$ cat config.mk
export PLATFORM = sky130hd
export DESIGN_NAME = stat_fifo_drain
export DESIGN_NICKNAME = d
export VERILOG_FILES = /design/src/rtl/stat_fifo_drain.sv
export SDC_FILE = /design/constraint.sdc
export NUM_CORES = 1
export LEC_CHECK = 0
export BUFFER_PORTS_ARGS = -buffer_cell sky130_fd_sc_hd__buf_4
export CAP_MARGIN = 10
export CORE_ASPECT_RATIO = 1.2
export CORE_MARGIN = 3
export CORE_UTILIZATION = 30
export CTS_CLUSTER_DIAMETER = 50
export CTS_CLUSTER_SIZE = 14
export DETAILED_ROUTE_END_ITERATION = 16
export SETUP_SLACK_MARGIN = 0.05
export SKIP_LAST_GASP = 1
export SLEW_MARGIN = 20
export SYNTH_ARGS = -nofsm -noshare
export SYNTH_HDL_FRONTEND = slang
export SYNTH_SLANG_ARGS = --single-unit
$ cat constraint.sdc
create_clock -name clk_i -period 5.27 [get_ports clk_i]
set_input_delay 1.581 -clock clk_i [delete_from_list [all_inputs] [get_ports clk_i]]
set_output_delay 1.581 -clock clk_i [all_outputs]
set_load 0.005 [all_outputs]
$ cat src/rtl/stat_fifo_drain.sv
// Drains a show-ahead status FIFO into packet/byte/error counters and a
// max-length tracker, exposed to the CPU as snapshot copies over a 32-bit CSR slave.
module stat_fifo_drain #(
    parameter int DWIDTH = 64,
    parameter int LEN_W  = 16,
    parameter int CNT_W  = 64
) (
    input  logic              clk_i,
    input  logic              rst_n_i,
    input  logic              en_i,
    input  logic              rd_empty_i,
    input  logic [DWIDTH-1:0] rd_data_i,
    output logic              rd_req_o,
    input  logic [2:0]        csr_address_i,
    input  logic              csr_read_i,
    input  logic              csr_write_i,
    input  logic [31:0]       csr_writedata_i,
    output logic [31:0]       csr_readdata_o
);

    localparam int NCNT = 3;  // 0: packets, 1: bytes, 2: errored packets

    logic                       stage_valid_reg;
    logic [LEN_W+2:0]           stage_data_reg;
    logic [LEN_W-1:0]           stage_len;
    logic                       stage_err;
    logic                       snapshot;
    logic                       clear;
    logic [NCNT-1:0][CNT_W-1:0] cnt_inc;
    logic [NCNT-1:0][63:0]      shadow_ext;
    logic [LEN_W-1:0]           max_len_reg;
    logic [LEN_W-1:0]           max_len_next;
    logic [LEN_W-1:0]           max_shadow_reg;
    logic [31:0]                rd_mux;
    logic                       unused_bits;

    assign rd_req_o  = en_i & ~rd_empty_i & rst_n_i;
    assign snapshot  = csr_write_i & csr_writedata_i[0];
    assign clear     = csr_write_i & csr_writedata_i[1];
    assign stage_len = stage_data_reg[LEN_W-1:0];
    assign stage_err = |stage_data_reg[LEN_W+2:LEN_W];

    assign cnt_inc[0] = CNT_W'(1);
    assign cnt_inc[1] = CNT_W'(stage_len);
    assign cnt_inc[2] = CNT_W'(stage_err);

    // Status bits above the flags and CTRL bits above clear carry no meaning.
    assign unused_bits = ^{rd_data_i, csr_writedata_i};

    // Only the length and the three flag bits are needed once a word is popped.
    always_ff @(posedge clk_i) begin
        if (!rst_n_i) begin
            stage_valid_reg <= 1'b0;
            stage_data_reg  <= '0;
        end else begin
            stage_valid_reg <= rd_req_o;
            if (rd_req_o) begin
                stage_data_reg <= rd_data_i[LEN_W+2:0];
            end
        end
    end

    // Clear zeroes the base value; a concurrent pipeline update still lands on top.
    // The shadow samples the pre-edge counter, so snapshot always precedes clear.
    genvar gi;
    generate
        for (gi = 0; gi < NCNT; gi++) begin : g_cnt
            logic [CNT_W-1:0] cnt_reg;
            logic [CNT_W-1:0] cnt_next;
            logic [CNT_W-1:0] shadow_reg;

            always_comb begin
                cnt_next = clear ? '0 : cnt_reg;
                if (stage_valid_reg) begin
                    cnt_next = cnt_next + cnt_inc[gi];
                end
            end

            always_ff @(posedge clk_i) begin
                if (!rst_n_i) begin
                    cnt_reg    <= '0;
                    shadow_reg <= '0;
                end else begin
                    cnt_reg <= cnt_next;
                    if (snapshot) begin
                        shadow_reg <= cnt_reg;
                    end
                end
            end

            assign shadow_ext[gi] = 64'(shadow_reg);
        end
    endgenerate

    always_comb begin
        max_len_next = clear ? '0 : max_len_reg;
        if (stage_valid_reg && (stage_len > max_len_next)) begin
            max_len_next = stage_len;
        end
    end

    always_ff @(posedge clk_i) begin
        if (!rst_n_i) begin
            max_len_reg    <= '0;
            max_shadow_reg <= '0;
        end else begin
            max_len_reg <= max_len_next;
            if (snapshot) begin
                max_shadow_reg <= max_len_reg;
            end
        end
    end

    always_comb begin
        rd_mux = '0;
        case (csr_address_i)
            3'd0: rd_mux = {30'b0, stage_valid_reg, en_i};
            3'd1: rd_mux = shadow_ext[0][31:0];
            3'd2: rd_mux = shadow_ext[0][63:32];
            3'd3: rd_mux = shadow_ext[1][31:0];
            3'd4: rd_mux = shadow_ext[1][63:32];
            3'd5: rd_mux = shadow_ext[2][31:0];
            3'd6: rd_mux = shadow_ext[2][63:32];
            3'd7: rd_mux = 32'(max_shadow_reg);
            default: rd_mux = '0;
        endcase
    end

    always_ff @(posedge clk_i) begin
        if (!rst_n_i) begin
            csr_readdata_o <= '0;
        end else if (csr_read_i) begin
            csr_readdata_o <= rd_mux;
        end
    end

endmodule

# Word-level counts from Yosys, hierarchy flattened
# Index checks and enable logic that the tools add are counted.
[op_classes] add_sub_neg=3 n_mul=0 div_mod_pow=0 n_lt_le_gt_ge=1 eq_ne=7 shift=0 n_mux=9 bitwise=5 n_reduce_logical=3
[ops] operator="$mux 64" count=6
[ops] operator="$pmux 32 s8" count=1
[ops] operator="$add 64x1->64" count=1
[ops] operator="$add 64x1->64 const B" count=1
[ops] operator="$add 64x16->64" count=1
[ops] operator="$mux 16" count=2
[ops] operator="$gt 16x16->1" count=1
[ops] operator="$eq 3x3->1 const B" count=4
[ops] operator="$eq 3x2->1 const B" count=2
[ops] operator="$and 1x1->1" count=4
[ops] operator="$eq 3x1->1 const B" count=1
[ops] operator="$logic_not 3->1" count=1
[ops] operator="$reduce_or 3->1" count=1
[ops] operator="$logic_and 1x1->1" count=1
[ops] operator="$not 1->1" count=1
[word_totals] ff_bits=468 latch_bits=0 ramBits=0 romBits=0 output_inout_bits=33 elab_cells=39 memories=0

# Depth between registers and ports, before layout
# Gate-level depths: netlist of the first run.
[logic_depth] word_depth=5 mapped_depth=18 mapped_depth_nobuf=11

# Worst setup path before layout of the first run
# Ideal clock, no wire load.
[synth_timing] path_type="input-to-reg" start="in csr_write_i" end="reg max_len_reg[10]" setup_ns=0.071 arrival_ns=5.014 setup_slack_ns=0.185 cell_stages=16 cell_sequence="buf_6 -> nand2_4 -> buf_6 -> buf_2 -> clkbuf_1 -> clkbuf_1 -> buf_1 -> clkbuf_1 -> nand2_1 -> ha_1 -> nand4_1 -> or2_2 -> o31a_1 -> a21oi_1 -> clkbuf_1 -> o2bb2ai_1"
[synth_between] elab_chain_cells=5
[synth_lines] item="from (decl)" line_no="16" text="input logic csr_write_i,"
[synth_lines] item="$and 1x1->1 *" line_no="39" text="assign clear = csr_write_i & csr_writedata_i[1];"
[synth_lines] item="$mux 16 *" line_no="96" text="max_len_next = clear ? '0 : max_len_reg;"
[synth_lines] item="$gt 16x16->1" line_no="97" text="if (stage_valid_reg && (stage_len > max_len_next)) begin"
[synth_lines] item="$logic_and 1x1->1" line_no="97"
[synth_lines] item="$mux 16 *" line_no="97"
[synth_lines] item="to (signal assigned)" line_no="107" text="max_len_reg <= max_len_next;"
[synth_lines] item="to (decl)" line_no="31" text="logic [LEN_W-1:0] max_len_reg;"
# Every way passes the cells marked *; elsewhere a longest branch is shown, timed or not.
# A chain may end at the register's enable or synchronous reset.

# Worst setup path after layout of the first run
[layout_timing] start="in csr_writedata_i[1]" end="reg g_cnt[1].cnt_reg[62]"
[layout_between] elab_chain_cells=4
[layout_lines] item="from (decl)" line_no="17" text="input logic [31:0] csr_writedata_i,"
[layout_lines] item="$and 1x1->1 *" line_no="39"
[layout_lines] item="$mux 64 *" line_no="73" text="cnt_next = clear ? '0 : cnt_reg;"
[layout_lines] item="$add 64x16->64" line_no="75" text="cnt_next = cnt_next + cnt_inc[gi];"
[layout_lines] item="$mux 64 *" line_no="74" text="if (stage_valid_reg) begin"
[layout_lines] item="to (signal assigned)" line_no="84" text="cnt_reg <= cnt_next;"
[layout_lines] item="to (decl)" line_no="68" text="logic [CNT_W-1:0] cnt_reg;"
# Marks and branches as above.

==> impl_results.md, run 1 <==
- # Post-CTS Setup Buffers: 0
- Peak VDD IR: 0.268 mV
- Worst Setup End Kind: flip-flop
- Detailed-route DRC error count: 0
- Clock group share of total power: 0.490
- Die width: 254 µm
- PwrDens: between 300 and 400 nW/µm²
- Total wire length: 63.7 mm
- Slew headroom: 0.346
- Switching power: 1.91 mW
- Met1 GRT Util: 0.232
- CTS buffer count: 52
- Tot Pwr: 7.81 mW
- Met2 GRT Util: 0.252
- Met3 usage: 0.0246
- Reg-to-reg endpoint: g_cnt[1].cnt_reg[62]$_SDFF_PN0_
- Xor/xnor share of the synthesized area: 0.0616
- Largest family of logic cells by synthesized area: simple AND/OR/NAND/NOR gates
- CP required: approximately 5.8 ns
- RePlAce Congestion: approximately 0.84
- Number of flops mapped to enable cells by yosys: 0
- Final Max Tran Viols: 0
- Final Hold Vio Count: 0
- Core area: approximately 73000 µm²
- First-pass DRT Iterations: 5
- CTS sink count: between 400 and 500
- Max cap viols: 0
- Detailed-route via count: roughly 18000
- Outcome: completed
- Synth area leader: dfxtp_1
- RR Startpoint: g_cnt[1].cnt_reg[0]$_SDFF_PN0_
- Dpl cells: ~3500
- Synth Flop Type: dfxtp_1
- Setup TNS: 0 ns
- CTS Hold Buffers Added: 0
- Clock Tree Root: clkbuf_16
- Hold_sp: stage_data_reg[16]$_SDFFE_PN0P_
- CTS tree: built
- I/O pin total: approximately 140
- Post-cts sizing count: 0
- Final clock period utilization by the worst path: 0.780
- Reg2Reg Depth: 11
- Gr busiest metal: met2
- Crit path kind: in -> reg
- Internal: 5.90 mW
- Hold Path Depth: 2
- Net Count, Synth: 2776
- Row Count: 108
- Largest net degree at the start of global routing: 107
- Asr flop ratio synth: 0
- Initial Utilization: 0.305
- Die Ht: between 300 and 400 µm
- First-pass GRT wire length: 98.6 mm
- WL per Instance: about 18 µm
- CTS clk-pin slew, worst paths: 0.06 ns
- Hold slack: ~0.46 ns
- Fill count: 7543
- Area Overhead vs Synth: 14.5%
- Post-DP HPWL: 43.8 mm
- Syn Area/Cell: 8.42 µm²
- Worst-Skew Late Latency: 0.62 ns
- Clock skew: 0.0278 ns
- RSZ-0062 raised after global routing: false
- Detail Route Antenna Nets: 0
- GRT Total Usage: 0.162
- Sw Share: 0.245
- Adder-Cell Fraction of Synth Area: 0.0206
- Synthesized flop and latch total: 468
- H-tree depth: 2
- Initial antenna violation count: 1
- Synth top area share: 0.422
- Mapped Cells: between 2000 and 3000
- Post-Synth Simple-Gate Area: 0.261
- Fin cells: about 3600
- Highest Clock Rate: 0.243 GHz
- Tmin final: 4.11 ns
- Vias per Instance: 4.98
- Top cells by area, synth: dfxtp_1 42%, nand2_1 11%, a21boi_0 7.3%, xor2_1 3.9%, and2_1 2.9%
- Final setup fails: 0
- Hold Crit Endpoint: stage_data_reg[16]$_SDFFE_PN0P_
- Synth warn: 0
- Hold Crit Class: reg -> reg
- Distinct cells, synth: 77
- Seq pwr share: 0.458
- Synth Cell Area: 22200 µm²
- Startpoint types: input port
- Worst reg-to-reg setup slack: 2.17 ns
- Sequential share of the synthesized area: 0.422
- Final nets: between 2000 and 3000
- Total gr overflow: 0
- Largest fanout on the critical path: 10
- Mux cell area share after synthesis: 0.0572
- Starting DRT DRC Count: 1440
- Lkg Pwr: 8.73 nW
- Combinational fraction of design power: 0.052
- Clk buf depth: 3
- Vias in the first global route: ~17000
- Synth Area in Compound Gates: 0.143
- CP arrival: 4.60 ns
- Actual slew at the worst max-slew pin: between 0.9 and 1 ns
- Port bufs: 62
- Die area: 77300 µm²
- Share of layout cells above drive strength 1: 0.108
-- routing by layer --
layer	wire length (µm)	part of all wire
met1	30500	0.48
met5	0	0
met3	3030	0.048
met2	28500	0.45
met4	1670	0.026
-- Yosys cell counts, drive strengths merged, types with 2 or more instances --
cell type,number
nand2,651
dfxtp,468
a21boi,218
nor2,142
clkbuf,132
and2,105
xor2,98
nand3,78
a21oi,69
nand4,69
o21ai,63
xnor2,58
mux2i,56
nor2b,47
buf,39
mux2,37
and3,36
ha,35
nor3,28
or3,20
a221oi,17
nor4,17
inv,15
o2bb2ai,15
mux4,13
a22oi,12
and4,11
a21o,10
o21a,10
o211a,8
o211ai,8
or2,5
a22o,4
and3b,4
nor4b,4
nand2b,3
a211o,2
a21bo,2
a222oi,2
and4b,2
o2111ai,2
o21bai,2
or4,2
-- cells in the final DEF, fill, tap and decap left out, types with 8 or more instances in the layout --
cell,count
a22oi_1,12
a21o_1,10
nor3_1,23
or3_1,18
clkinv_2,8
and2_1,102
xor2_1,98
nand3_1,76
a221oi_1,17
buf_4,100
mux2_2,37
and4_1,11
nand4_1,66
o21a_1,10
ha_1,35
and3_1,36
o211ai_1,8
inv_1,15
o211a_1,8
a21boi_0,216
nand2_1,648
dfxtp_1,468
o2bb2ai_1,15
a21oi_1,69
clkbuf_16,54
mux2i_1,56
xnor2_1,58
nor4_1,10
o21ai_0,62
clkinv_4,12
nor2b_1,47
mux4_2,13
nor2_1,142
-- critical path, cell delays in order --
cell,delay (ns)
buf_4,0.15
nand2_4,0.13
and2_1,0.20
ha_1,0.20
fa_1,0.41
a21o_1,0.19
a221oi_1,0.24
buf_4,0.18
a2bb2oi_1,0.40
a21oi_1,0.30
o211ai_1,0.38
or3_1,0.16
a21oi_1,0.06
-- kinds of logic (layout without fill, tap and decap cells) --
| logic type | after synthesis | after routing |
|---|---|---|
| multiplexers | 106 | 106 |
| XOR/XNOR | 156 | 156 |
| AND/OR/NAND/NOR | 1230 | 1230 |
| adder cells (fa/ha/maj) | 36 | 36 |
| other | 0 | 1 |
| buffers and inverters | 186 | 219 |
| flip-flops | 468 | 468 |
| AO/OA/AOI/OAI | 453 | 453 |
-- layout make-up --
| class | instances | area [µm²] | area share |
|---|---|---|---|
| clock inverters | 36 | 398 | 0.0157 |
| well taps | 935 | 1170 | 0.0461 |
| multi-input cells | 1981 | 12100 | 0.476 |
| clock buffers | 61 | 1420 | 0.0558 |
| inverters | 15 | 56.3 | 0.00222 |
| diodes | 1 | 2.50 | 0.0000985 |
| flip-flops and latches | 468 | 9370 | 0.369 |
| repair buffers | 107 | 886 | 0.0349 |
-- power groups by stage --
stage | combinational [mW] | clock, mW | sequential [mW]
after global routing | 0.441 | 4.06 | 3.57
after global placement | 0.407 | 0 | 3.65
after floorplan | 0.262 | 0 | 3.65
after CTS | 0.409 | 3.92 | 3.57
final | 0.407 | 3.83 | 3.57
after detailed placement | 0.408 | 0 | 3.65
-- stage by stage --
step | setup WS [ns] | util | cell area (µm²)
after floorplan | 0.185 | - | 22200
after global placement | 0.507 | 0.324 | 23600
after detailed placement | 0.517 | 0.324 | 23600
after CTS | 1.16 | 0.349 | 25400
after global routing | 0.963 | 0.349 | 25400
final | 1.16 | 0.349 | 25400
-- how the worst max path moves through the flow --
stage                             startpoint                               to  slack (ns)  cells past startpoint
final                     csr_writedata_i[1]  g_cnt[1].cnt_reg[62]$_SDFF_PN0_        1.16                     13
after global routing      csr_writedata_i[1]  g_cnt[1].cnt_reg[62]$_SDFF_PN0_        0.96                     13
after CTS                 csr_writedata_i[1]  g_cnt[1].cnt_reg[62]$_SDFF_PN0_        1.16                     13
after detailed placement  csr_writedata_i[1]  g_cnt[1].cnt_reg[62]$_SDFF_PN0_        0.52                     13
after global placement    csr_writedata_i[1]  g_cnt[1].cnt_reg[62]$_SDFF_PN0_        0.51                     13
after floorplan                  csr_write_i       max_len_reg[10]$_SDFF_PN0_        0.18                     16
(Power assumes the default switching activity.)
==> run 2: changes to the inputs <==
==> constraint.sdc (replaced) <==
create_clock -name clk_i -period 3.45 [get_ports clk_i]
set_input_delay 1.035 -clock clk_i [delete_from_list [all_inputs] [get_ports clk_i]]
set_output_delay 1.035 -clock clk_i [all_outputs]
set_load 0.005 [all_outputs]
==> run 2 against run 1 <==
Critical path depth fell by 1. Non-clock buffer count grew 125. Sequential cell count stayed put. Sequential power grew 53%. Clock power up 63%. Global-route usage is 0.48 points higher. First-iteration DRC count decreased by 12%. Final cell count grew 3.6%. Largest cell class unchanged.
==> impl_results.md, run 2 (synthesis results as in run 1) <==
- First-pass GRT wire length: 102 mm
- First-pass DRT Iterations: 5
- Clk buf depth: 3
- Hold Crit Class: reg -> reg
- Starting DRT DRC Count: 1271
- Crit path kind: in -> reg
- Port bufs: 62
- Highest Clock Rate: approximately 0.32 GHz
- Commonest non-fill, non-tap cell in the layout: nand2_1
- Outcome: completed
- Slew headroom: 0.520
- Vias per Instance: 4.95
- CP arrival: between 3 and 4 ns
- Final Max Tran Viols: 0
- Total wire length: 64.9 mm
- I/O pin total: 138
- Lkg Pwr: about 9.6 nW
- Final Hold Vio Count: 0
- Total gr overflow: 0
- Post-DP HPWL: approximately 47 mm
- Die Ht: 304 µm
- Die width: 254 µm
- Final nets: just under 3000
- Largest fanout on the critical path: 16
- Slowest cell delay on critical path: 0.52 ns
- RePlAce Congestion: 0.835
- CTS clk-pin slew, worst paths: 0.06 ns
- Max cap viols: 0
- Die area: 77300 µm²
- Final clock period utilization by the worst path: 0.916
- Worst Setup End Kind: flip-flop
- CTS Hold Buffers Added: 0
- Area Overhead vs Synth: 22.3%
- Startpoint types: input port
- Slowest cell on crit path: a21oi_4
- Final setup fails: 0
- CTS buffer count: 56
- Peak VDD IR: 0.350 mV
- Actual slew at the worst max-slew pin: 0.721 ns
- Commonest cells after routing, fill and taps aside: 645 x nand2_1, 468 x dfxtp_1, 214 x a21boi_0
- Detailed-route via count: 18462
- Detail Route Antenna Nets: 0
- GRT Total Usage: 0.167
- Post-cts sizing count: 0
- Worst-Skew Late Latency: 0.64 ns
- Share of layout cells above drive strength 1: 0.168
- Clock skew: roughly 0.037 ns
- CTS tree: built
- # Post-CTS Setup Buffers: 0
- WL per Instance: about 17 µm
- RSZ-0062 raised after global routing: false
- Clock Tree Root: clkbuf_16
- Tot Pwr: 12.4 mW
- CP required: 4.02 ns
- CTS sink count: 468
- Largest net degree at the start of global routing: 174
- Tmin final: ~3.2 ns
- Initial antenna violation count: 4
- Detailed-route DRC error count: 0
- Row Count: roughly 110
- H-tree depth: 2
- Core area: between 70000 and 80000 µm²
- Vias in the first global route: 17551
- Initial Utilization: 0.305
- Setup TNS: 0 ns
- PwrDens: 457 nW/µm²
- CP cell instances: buf_4 -> nand2_8 -> and2_1 -> ha_4 -> nand2_1 -> or3_4 -> a2bb2oi_4 -> buf_12 -> a21oi_4 -> nand3_2 -> a211o_1 -> a21boi_1
==> run 2: cell type report <==
cell class                      instances  area (µm²)
Antenna cell                            1        2.50
Clock buffer                           65        1510
Clock inverter                         36         494
Fill cell                            7472       45700
Inverter                               15        56.3
Multi-Input combinational cell       1981       12600
Sequential cell                       468        9370
Tap cell                              935        1170
Timing Repair Buffer                  232        1970
==> run 2: worst paths after layout <==
path	endpoint	startpoint	cells after the start	slack (ns)
max	g_cnt[1].cnt_reg[52]$_SDFF_PN0_	csr_writedata_i[1]	12	0.29
min	g_cnt[1].shadow_reg[9]$_SDFFE_PN0P_	g_cnt[1].cnt_reg[9]$_SDFF_PN0_	2	0.46
max reg2reg	g_cnt[1].cnt_reg[52]$_SDFF_PN0_	g_cnt[1].cnt_reg[6]$_SDFF_PN0_	10	0.74
min reg2reg	g_cnt[1].shadow_reg[9]$_SDFFE_PN0P_	g_cnt[1].cnt_reg[9]$_SDFF_PN0_	2	0.46
==> run 2: critical path: cells and delay by family <==
family,cells,cell delay (ns)
AO/OA/AOI/OAI,4,1.08
adder cells (fa/ha/maj),1,0.28
buffers and inverters,2,0.30
AND/OR/NAND/NOR,5,1.00
==> run 2: layer usage <==
layer,share of wire,GRT usage
met2,0.46,0.268
met5,0.00020,0
met4,0.031,0.0542
met1,0.47,0.229
met3,0.040,0.0242
==> run 2: power by group <==
group | total, mW | internal [mW] | switching (mW)
Clock | 6.26 | 3.66 | 2.59
Sequential | 5.46 | 5.43 | 0.0298
Combinational | 0.691 | 0.261 | 0.430
==> run 2: per-stage QoR <==
stage	std cells	setup slack [ns]	utilization	hold WS, ns	area [µm²]
detailed placement	3631	-0.353	0.345	0.452	25100
global placement	3631	-0.346	0.345	0.444	25100
finish	3733	0.289	0.373	0.460	27100
global route	3732	0.183	0.373	0.476	27100
floorplan	2635	-0.226	-	0.431	22800
CTS	3732	0.311	0.373	0.459	27100
==> run 3: changes to the inputs <==
--- a/config.mk
+++ b/config.mk
@@ -10,6 +10,7 @@
 export CORE_ASPECT_RATIO = 1.2
 export CORE_MARGIN = 3
 export CORE_UTILIZATION = 30
+export CTS_BUF_LIST = sky130_fd_sc_hd__clkbuf_4
 export CTS_CLUSTER_DIAMETER = 50
 export CTS_CLUSTER_SIZE = 14
 export DETAILED_ROUTE_END_ITERATION = 16
==> run 3 against run 2 <==
Wire length decreased by 0.47%. Die area unchanged. Critical endpoint unchanged. Critical path type unchanged. Via count decreased by 0.83%.
==> impl_results.md, run 3 (synthesis results as in run 1) <==
- Commonest cells after routing, fill and taps aside: 645 x nand2_1, 468 x dfxtp_1, 214 x a21boi_0
- Final clock period utilization by the worst path: 0.847
- Area Overhead vs Synth: 17.6%
- Worst reg-to-reg setup slack: 0.76 ns
- I/O pin total: 138
- Port bufs: 62
- Worst Setup End Kind: flip-flop
- Slew headroom: 0.505
- Final setup fails: 0
- Detailed-route via count: 18309
- Clock Tree Root: clkbuf_4
- RePlAce Congestion: between 0.8 and 0.9
- Hold_sp: rd_data_i[16]
- Starting DRT DRC Count: 1234
- Fin cells: 3735
- CTS clk-pin slew, worst paths: ~0.13 ns
- Post-DP HPWL: around 47 mm
- Tmin final: 2.92 ns
- First-pass DRT Iterations: 5
- Final WS setup: around 0.53 ns
- Reg-to-reg endpoint: g_cnt[1].cnt_reg[52]$_SDFF_PN0_
- CTS Hold Buffers Added: 0
- RR Startpoint: g_cnt[1].cnt_reg[6]$_SDFF_PN0_
- Max cap viols: 0
- Die Ht: ~300 µm
- Initial antenna violation count: 4
- Commonest non-fill, non-tap cell in the layout: nand2_1
- Post-cts sizing count: 0
- Highest Clock Rate: 0.342 GHz
- Final nets: around 2900
- Hold Path Depth: 3
- RSZ-0062 raised after global routing: false
- Total wire length: 64.6 mm
- Vias per Instance: 4.90
- CP required: ~4.3 ns
- Actual slew at the worst max-slew pin: between 0.7 and 0.8 ns
- WL per Instance: 17.3 µm
- Startpoint types: input port
- Dpl cells: 3631
- Share of layout cells above drive strength 1: 0.168
- CTS buffer count: 56
- Vias in the first global route: 17358
- GRT Total Usage: 0.166
- PwrDens: roughly 380 nW/µm²
- Lkg Pwr: 9.14 nW
- Peak VDD IR: roughly 0.29 mV
- Crit path kind: in -> reg
- Fill count: 7598
- Clock skew: 0.119 ns
- Detail Route Antenna Nets: 0
- Hold Crit Endpoint: stage_data_reg[16]$_SDFFE_PN0P_
- Detailed-route DRC error count: 0
- Hold Crit Class: in -> reg
- CTS sink count: 468
- Outcome: completed
- Reg2Reg Depth: 10
- Die area: 77300 µm²
- First-pass GRT wire length: 101 mm
- Total gr overflow: 0
- Core area: 72800 µm²
- Final Max Tran Viols: 0
- # Post-CTS Setup Buffers: 0
- CP arrival: 3.74 ns
- Largest net degree at the start of global routing: 174
- CTS tree: built
- Die width: about 250 µm
- H-tree depth: 2
- Row Count: 108
- Dpl ws: -0.353 ns
- Clk buf depth: 3
- Largest fanout on the critical path: 16
- Final Hold Vio Count: 0
- Worst-Skew Late Latency: 0.89 ns
- Initial Utilization: 0.305
[run 3: cell types whose count changed in the layout (fill, tap and decap cells not counted), sizes merged]
cell | before | now
clkinv | 18 | 22
clkbuf | 65 | 60
diode | 1 | 3
bufinv | 6 | 7
[run 3: area by class of cell]
class	instances	area [µm²]	area share
Multi-Input combinational cell	1981	12600	0.482
Sequential cell	468	9370	0.359
Timing Repair Buffer	232	1970	0.0756
Tap cell	935	1170	0.0448
Clock inverter	41	505	0.0194
Clock buffer	60	450	0.0173
Inverter	15	56.3	0.00216
Antenna cell	3	7.51	0.000288
[run 3: power breakdown]
group	switching, mW	internal, mW	leakage (nW)	total, mW
clock network	2.24	1.50	0.509	3.75
registers	0.0296	5.44	3.77	5.46
logic	0.431	0.261	4.86	0.692
[run 3: stage by stage]
stage / area (µm²) / total power [mW] / hold slack (ns) / setup TNS (ns) / util
2_1_floorplan: 22800 / 6.02 / 0.431 / -9.16 / -
3_3_place_gp: 25100 / 6.28 / 0.444 / -16.89 / 0.345
3_5_place_dp: 25100 / 6.28 / 0.452 / -20.55 / 0.345
4_1_cts: 26100 / 10.0 / 0.287 / 0 / 0.358
5_1_grt: 26100 / 10.3 / 0.333 / 0 / 0.358
6_report: 26100 / 9.90 / 0.391 / 0 / 0.358
[run 3: worst max-delay path: stages]
cell	delay, ns
buf_4	0.17
nand2_8	0.13
and2_1	0.23
ha_4	0.28
nand2_1	0.06
or3_4	0.39
a2bb2oi_4	0.18
buf_12	0.13
a21oi_4	0.54
nand3_2	0.19
a211o_1	0.27
a21boi_1	0.11
[run 3: worst max path at each step]
stage,cells past startpoint,from,slack [ns],to
2_1_floorplan,16,csr_writedata_i[1],-0.23,g_cnt[1].cnt_reg[56]$_SDFF_PN0_
3_3_place_gp,12,csr_writedata_i[1],-0.35,g_cnt[1].cnt_reg[42]$_SDFF_PN0_
3_5_place_dp,12,csr_writedata_i[1],-0.35,g_cnt[1].cnt_reg[52]$_SDFF_PN0_
4_1_cts,12,csr_writedata_i[1],0.64,g_cnt[1].cnt_reg[36]$_SDFF_PN0_
5_1_grt,12,csr_writedata_i[1],0.45,g_cnt[1].cnt_reg[50]$_SDFF_PN0_
6_report,12,csr_writedata_i[1],0.53,g_cnt[1].cnt_reg[52]$_SDFF_PN0_
[run 3: layer usage]
layer	share of wire	GRT usage	vias up
met5	0.00020	0	-
met4	0.028	0.0528	2
met3	0.039	0.0199	87
met2	0.46	0.267	336
met1	0.48	0.230	8640
li1	-	-	9244
